<file path="config.mk">
export PLATFORM = sky130hd
export DESIGN_NAME = mem_port_sequencer
export DESIGN_NICKNAME = d
export VERILOG_FILES = /design/src/rtl/mem_port_sequencer_pkg.sv /design/src/rtl/mem_arb_prio.sv /design/src/rtl/mem_port_sequencer.sv
export SDC_FILE = /design/constraint.sdc
export NUM_CORES = 1
export LEC_CHECK = 0
export BUFFER_PORTS_ARGS = -buffer_cell sky130_fd_sc_hd__clkbuf_2
export CAP_MARGIN = 0
export CELL_PAD_IN_SITES_DETAIL_PLACEMENT = 0
export CELL_PAD_IN_SITES_GLOBAL_PLACEMENT = 1
export CORE_UTILIZATION = 39
export CTS_BUF_LIST = sky130_fd_sc_hd__clkbuf_8
export CTS_CLUSTER_DIAMETER = 100
export DETAILED_ROUTE_END_ITERATION = 10
export GPL_TIMING_DRIVEN = 0
export PLACE_DENSITY = 0.89
export SYNTH_ARGS = -nofsm -noshare
export SYNTH_HDL_FRONTEND = slang
export SYNTH_SLANG_ARGS = --single-unit
</file>
<file path="constraint.sdc">
create_clock -name clk -period 2.38 [get_ports clk]
set_input_delay 0 -clock clk [delete_from_list [all_inputs] [get_ports clk]]
set_output_delay 0 -clock clk [all_outputs]
set_load 0.01 [all_outputs]
</file>
<file path="src/rtl/mem_port_sequencer_pkg.sv">
// Shared types and defaults for the memory-port sequencer and its arbiter.
package mem_port_sequencer_pkg;

  typedef enum logic [1:0] {
    ST_IDLE   = 2'd0,
    ST_ACCESS = 2'd1,
    ST_DONE   = 2'd2
  } state_t;

  typedef enum logic {
    OWN_IF = 1'b0,
    OWN_DM = 1'b1
  } owner_t;

  localparam int unsigned WAIT_STATES_DEF = 1;
  localparam int unsigned STARVE_MAX_DEF  = 3;
  localparam int unsigned CNT_W           = 8;
  localparam int unsigned STARVE_W        = 8;

endpackage

</file>
<file path="src/rtl/mem_arb_prio.sv">
// Grant decision for the shared memory port: DM wins ties until IF has been
// passed over STARVE_MAX times in a row.
module mem_arb_prio
  import mem_port_sequencer_pkg::*;
#(
  parameter int unsigned STARVE_MAX = STARVE_MAX_DEF
) (
  input  logic                i_if_req,
  input  logic                i_dm_req,
  input  logic [STARVE_W-1:0] i_starve,
  output logic                o_grant_if,
  output logic                o_grant_dm
);

  logic w_force_if;

  always_comb begin
    w_force_if = i_if_req && (i_starve == STARVE_W'(STARVE_MAX));
    o_grant_dm = i_dm_req && !w_force_if;
    o_grant_if = i_if_req && !o_grant_dm;
  end

endmodule

</file>
<file path="src/rtl/mem_port_sequencer.sv">
// Sequences IF fetches and DM loads/stores through one registered-address
// memory port with a fixed wait-state window.
module mem_port_sequencer
  import mem_port_sequencer_pkg::*;
#(
  parameter int unsigned WAIT_STATES = WAIT_STATES_DEF,
  parameter int unsigned STARVE_MAX  = STARVE_MAX_DEF
) (
  input  logic        clk,
  input  logic        reset,
  input  logic        if_req,
  input  logic [15:0] if_addr,
  output logic        if_ready,
  output logic [15:0] if_rdata,
  input  logic        dm_req,
  input  logic        dm_we,
  input  logic [15:0] dm_addr,
  input  logic [15:0] dm_wdata,
  output logic        dm_ready,
  output logic [15:0] dm_rdata,
  output logic [15:0] mem_addr,
  output logic [15:0] mem_data,
  output logic        mem_we,
  input  logic [15:0] mem_q,
  output logic        stall_if,
  output logic        stall_dm
);

  state_t              r_state;
  state_t              w_state_nxt;
  owner_t              r_owner;
  logic                r_is_write;
  logic [CNT_W-1:0]    r_cnt;
  logic [STARVE_W-1:0] r_starve;
  logic [15:0]         r_mem_addr;
  logic [15:0]         r_mem_data;
  logic                r_mem_we;
  logic [15:0]         r_if_rdata;
  logic [15:0]         r_dm_rdata;
  logic                w_grant_if;
  logic                w_grant_dm;

  mem_arb_prio #(
    .STARVE_MAX(STARVE_MAX)
  ) u_arb (
    .i_if_req  (if_req),
    .i_dm_req  (dm_req),
    .i_starve  (r_starve),
    .o_grant_if(w_grant_if),
    .o_grant_dm(w_grant_dm)
  );

  always_ff @(posedge clk or negedge reset) begin
    if (!reset) r_state <= ST_IDLE;
    else        r_state <= w_state_nxt;
  end

  always_comb begin
    w_state_nxt = r_state;
    if_ready    = 1'b0;
    dm_ready    = 1'b0;
    case (r_state)
      ST_IDLE:   if (w_grant_if || w_grant_dm) w_state_nxt = ST_ACCESS;
      ST_ACCESS: if (r_cnt == '0) w_state_nxt = ST_DONE;
      ST_DONE: begin
        w_state_nxt = ST_IDLE;
        if_ready    = (r_owner == OWN_IF);
        dm_ready    = (r_owner == OWN_DM);
      end
      default:   w_state_nxt = ST_IDLE;
    endcase
    stall_if = if_req && !if_ready;
    stall_dm = dm_req && !dm_ready;
  end

  // Requests are only sampled at grant; a dropped req cannot cancel a transfer.
  always_ff @(posedge clk or negedge reset) begin
    if (!reset) begin
      r_owner    <= OWN_IF;
      r_is_write <= 1'b0;
      r_cnt      <= '0;
      r_starve   <= '0;
      r_mem_addr <= '0;
      r_mem_data <= '0;
      r_mem_we   <= 1'b0;
      r_if_rdata <= '0;
      r_dm_rdata <= '0;
    end else begin
      case (r_state)
        ST_IDLE: begin
          if (w_grant_dm) begin
            r_owner    <= OWN_DM;
            r_mem_addr <= dm_addr;
            r_mem_data <= dm_wdata;
            r_mem_we   <= dm_we;
            r_is_write <= dm_we;
            r_cnt      <= CNT_W'(WAIT_STATES);
            if (if_req && (r_starve < STARVE_W'(STARVE_MAX)))
              r_starve <= r_starve + 1'b1;
          end else if (w_grant_if) begin
            r_owner    <= OWN_IF;
            r_mem_addr <= if_addr;
            r_mem_data <= '0;
            r_mem_we   <= 1'b0;
            r_is_write <= 1'b0;
            r_cnt      <= CNT_W'(WAIT_STATES);
            r_starve   <= '0;
          end
        end
        ST_ACCESS: begin
          r_mem_we <= 1'b0;
          if (r_cnt == '0) begin
            if (!r_is_write) begin
              if (r_owner == OWN_DM) r_dm_rdata <= mem_q;
              else                   r_if_rdata <= mem_q;
            end
          end else begin
            r_cnt <= r_cnt - 1'b1;
          end
        end
        default: r_mem_we <= 1'b0;
      endcase
    end
  end

  assign mem_addr = r_mem_addr;
  assign mem_data = r_mem_data;
  assign mem_we   = r_mem_we;
  assign if_rdata = r_if_rdata;
  assign dm_rdata = r_dm_rdata;

endmodule

</file>
# --- After elaboration in Yosys (flattened, before gate mapping) ---
# Index checks and enable logic that the tools add are counted.
classes:
  n_addsub: 2
  n_eq_ne: 8
  magnitude_cmp: 1
  mux: 20
  bitwise: 2
  n_reduce_logical: 21
ops:
  columns: ["operator", "n"]
  rows:
  - ["2-to-1 mux 16 bit", 4]
  - ["2-to-1 mux 8 bit", 6]
  - ["one-hot mux 8 bit (2 select lines)", 1]
  - ["adder 8 x 1 -> 8 bit, second input constant", 1]
  - ["equality test 8 x 2 -> 1 bit, second input constant", 1]
  - ["zero test 8 bit", 1]
  - ["less-than comparator 8 x 2 -> 1 bit, second input constant", 1]
  - ["AND reduction 4 bit", 2]
  - ["subtractor 8 x 1 -> 8 bit, second input constant", 1]
  - ["logical AND 1 bit", 6]
  - ["2-to-1 mux 1 bit", 6]
  - ["!= test 2 bit, second input constant", 3]
  - ["AND reduction 3 bit", 2]
  - ["zero test 1 bit", 4]
  - ["2-to-1 mux 2 bit", 2]
  - ["one-hot mux 2 bit (2 select lines)", 1]
  - ["AND reduction 2 bit", 2]
  - ["nonzero test 2 bit", 2]
  - ["!= test 3 bit, second input constant", 1]
  - ["equality test 2 x 1 -> 1 bit, second input constant", 1]
  - ["equality test 2 bit, second input constant", 1]
  - ["zero test 2 bit", 1]
  - ["!= test 2 x 1 -> 1 bit, second input constant", 1]
  - ["NOT 1 bit", 2]
  - ["logical OR 1 bit", 1]
totals:
  ff_bits: 85
  in_bits: 69
  output_inout_bits: 69

# --- Depth between registers and ports, before layout ---
logic_depth:
  depth_word: 9
  ltp_mapped: 8
  depth_no_buf: 7

# --- Hierarchy ---
# Synthesis repeated with hierarchy kept, for this count alone.
unflattened:
  cells_unflattened: 267
  area_unflattened_um2: 3592.2
modules_own_cells:
  columns: ["module", "instances", "cells_per_inst", "area_each_um2"]
  rows:
  - ["mem_port_sequencer", 1, 260, 3537.1]
  - ["mem_arb_prio", 1, 7, 55.1]

# --- Least setup slack after synthesis ---
# Ideal clock, no wire load.
synth_timing:
  kind: "flip-flop to flip-flop"
  startpoint: "reg r_cnt[0]"
  endpoint: "reg r_dm_rdata[0] (netlist: dm_rdata[0])"
  arrival_ns: 2.027
  setup_slack_ns: 0.227
  path_stages_with_launch: 9
  setup_time_ns: 0.125
  cell_sequence: "dfrtp_1 -> inv_1 -> ha_1 -> nor3b_2 -> nand2_4 -> or4_4 -> buf_6 -> buf_12 -> mux2_4"
synth_via:
  elab_chain_cells: 2
synth_rtl:
  columns: ["element", "line_no", "rtl"]
  rows:
  - ["start: declaration", "mem_port_sequencer.sv:33", "logic [CNT_W-1:0] r_cnt;"]
  - ["start signal: assignment", "mem_port_sequencer.sv:97", "r_cnt <= CNT_W'(WAIT_STATES);"]
  - ["start signal: assignment", "mem_port_sequencer.sv:106", "r_cnt <= CNT_W'(WAIT_STATES);"]
  - ["start signal: assignment", "mem_port_sequencer.sv:118", "r_cnt <= r_cnt - 1'b1;"]
  - ["zero test 8 bit", "mem_port_sequencer.sv:112", "if (r_cnt == '0) begin"]
  - ["AND reduction 4 bit (no line)", null, null]
  - ["end signal: assignment", "mem_port_sequencer.sv:114", "if (r_owner == OWN_DM) r_dm_rdata <= mem_q;"]
  - ["end: declaration", "mem_port_sequencer.sv:39", "logic [15:0] r_dm_rdata;"]
# Every way passes these cells.
# A chain may end at the register's enable or synchronous reset.

# --- Final worst setup path ---
layout_timing:
  startpoint: "reg r_cnt[0]"
  endpoint: "reg r_dm_rdata[1] (netlist: dm_rdata[1])"
# Same word-level chain as after synthesis.

==> metrics.cfg <==
[global_route]
grt_max_degree=56
first_global_vias=3258
grtUsageMet2_pct=34.5
antenna_found_initial=0
grt.busiest_layer=met2
grt-ovfl-total=0
grt_first_pass_wirelength_um=15800
grtUsageTotal_pct=20.8
grt_util_met3_pct=5.53
grt_use_met1_pct=26.2

[setup_path]
critPathRequiredTime_ns=2.61
critPathLaunchType=flip-flop
crit_fanout=10
crit_chain=inv_1 > ha_1 > nor3b_4 > nand2_4 > or4_4 > buf_6 > buf_12 > mux2_4
arrival_ns=2.51
critPathKind=flip-flop to flip-flop
cp-end-kind=flip-flop
slowest_stage=dfrtp_1
critPathMaxStageDelay_ns=0.43

[die]
fp.dieH_um=98.9
die_w_um=98.9
dieArea_mm2=0.00979
core_mm2=0.00915
num_rows=35
io_pins=138
initial_core_util_pct=40.0

[yosys]
synth_area_leaders=dfrtp_1 58%, mux2_2 7.1%, a21oi_1 5.5%
synth_common_cells=85 x dfrtp_1, 40 x a21oi_1, 23 x mux2_2, 23 x nor2_1, 21 x nand2_1
synth-edff-count=0
synth-seq-cells=85
yosysMostFrequentCell=dfrtp_1
syn_nets=373
async_flop_share_pct=100
syn_inst=301
synthFlopType=dfrtp_1
synth_top_area_share_pct=58.1
synth.distinct_cells=43
syn-cell-area_mm2=0.00366
syn_area_per_cell_um2=12.2
seq_area_frac_synth_pct=58.1
yosysTopAreaCell=dfrtp_1
yosys_warnings=0

[placement]
pre_cts_ws_ns=-0.200
port_buffers=136
hpwlAfterDp_um=6320
place_congestion=0.786
dp_cells=549

[sta]
period_needed_ns=2.27
skew_ns=0.0172
fin_tns_setup_ns=0
setup_ws_ns=0.108
rsz0062_at_grt=no
worstMarginPinSlew_ns=0.643
slew_headroom_pct=56.9
finalHoldViolations=0
max_freq_ghz=0.440
slew_violations=0
fin_crit_sh_pct=95.5
finalSetupViolCount=0

[cts]
cts_tree=done
clock-root-buffer=clkbuf_8
cts-buffers-inserted=9
clock-sinks=85
clk_pin_slew_ns=0.08
cts_max_path_buffers=2
insertion_delay_ns=0.36
htreeDepth=3

[routing]
wl_per_cell_um=15.0
vias_per_cell=5.05
vias=3208
drtIter0Drc=176
routed_wl_um=9520
drcViolationCount=0
antenna_left=0
dr.pass1.iters=4

[power_and_ir_drop]
p_per_area_mw_per_mm2=999
power_uw=5390
ir_worst_vdd_uv=503
leakagePower_uw=0.00270

[run_status]
outcome=complete, no violations

[min_path]
hold_path_class=primary input to flip-flop

[cells_and_area]
drive_gt1_share_pct=39.3
stdcell_count=635
diodes=0
areaGrowthSynthToFinish_pct=47.2
nets=591

[flow_run]
max_cap_viol_count=0

## metal layers
layer  part of all wire, %  vias to the layer above
met4                   1.2                        0
met3                   7.2                       12
li1                      -                     1523
met2                    49                      129
met5                     0                        -
met1                    43                     1544
## power breakdown
group          internal, µW  total [µW]  switching (µW)  leakage [µW]
Sequential             1990        2390             402       0.00106
Clock                   416         957             541     0.0000911
Combinational          1030        2040            1020       0.00155
Total                  3430        5390            1960       0.00270
## flip-flops by register name, summed over array words and instances, names as in the netlist
name / cells
dm_rdata: 16
if_rdata: 16
mem_addr: 16
mem_data: 16
mem_we: 1
r_cnt: 8
r_is_write: 1
r_owner: 1
r_starve: 8
r_state: 2
## cell usage in the layout (no fill, tap or decap), types with 5 or more instances in the layout
cell type and instances:
mux2_2 23, clkbuf_1 9, dfrtp_1 85, clkbuf_8 10
clkbuf_2 135, nor2_1 23, nand2_1 21, a22o_1 18
mux2_4 10, inv_1 7, a21oi_1 40, o21ai_0 5
dlygate4sd3_1 66
## final timing paths
check	startpoint	endpoint	slack (ns)	depth (start not counted)
min reg2reg	dm_rdata[5]	dm_rdata[5]	0.51	1
max	r_cnt[0]	dm_rdata[1]	0.11	8
min	if_req	r_starve[4]	0.08	2
max in group asynchronous	reset	mem_addr[3]	1.60	3
max reg2reg	r_cnt[0]	dm_rdata[1]	0.11	8
min in group asynchronous	reset	if_rdata[10]	0.16	2
## per-stage QoR
step	util, %	hold WS (ns)	instance area (µm²)
after floorplan	-	-0.296	3660
after global placement	49.0	0.216	4480
after detailed placement	49.3	0.000486	4510
after CTS	58.6	0.0707	5360
after global routing	58.9	0.0975	5390
final	58.9	0.0825	5390
## cell type report
| class | instances | area, µm² |
|---|---|---|
| sequential | 85 | 2130 |
| tap | 111 | 139 |
| clock buffer | 10 | 138 |
| timing repair buffer | 207 | 1400 |
| clock inverter | 6 | 45.0 |
| inverter | 6 | 22.5 |
| multi-input combinational | 195 | 1440 |
| fill | 727 | 3760 |
| buffer | 15 | 85.1 |
## cell families after synthesis
group | after synthesis | share of synthesized area, %
compound gates | 82 | 15.1
flops | 85 | 58.1
mux | 34 | 11.4
fa+ha+maj | 3 | 1.02
buf+inv | 21 | 2.94
simple gates | 76 | 11.4
## worst max-delay path: cells and delay by family, from the launching register on
| kind | cells | cell delay (ns) |
|---|---|---|
| flops | 1 | 0.43 |
| buf+inv | 3 | 0.42 |
| mux | 1 | 0.29 |
| simple gates | 3 | 0.87 |
| fa+ha+maj | 1 | 0.14 |
## timing repair
action	CTS	global route
setup endpoints to repair	10	31
setup buffers	1	3
resized for setup	0	1
hold endpoints to repair	95	0
hold buffers	66	0
pin swaps	1	1
Note: power is estimated with default switching activity, not from simulation.
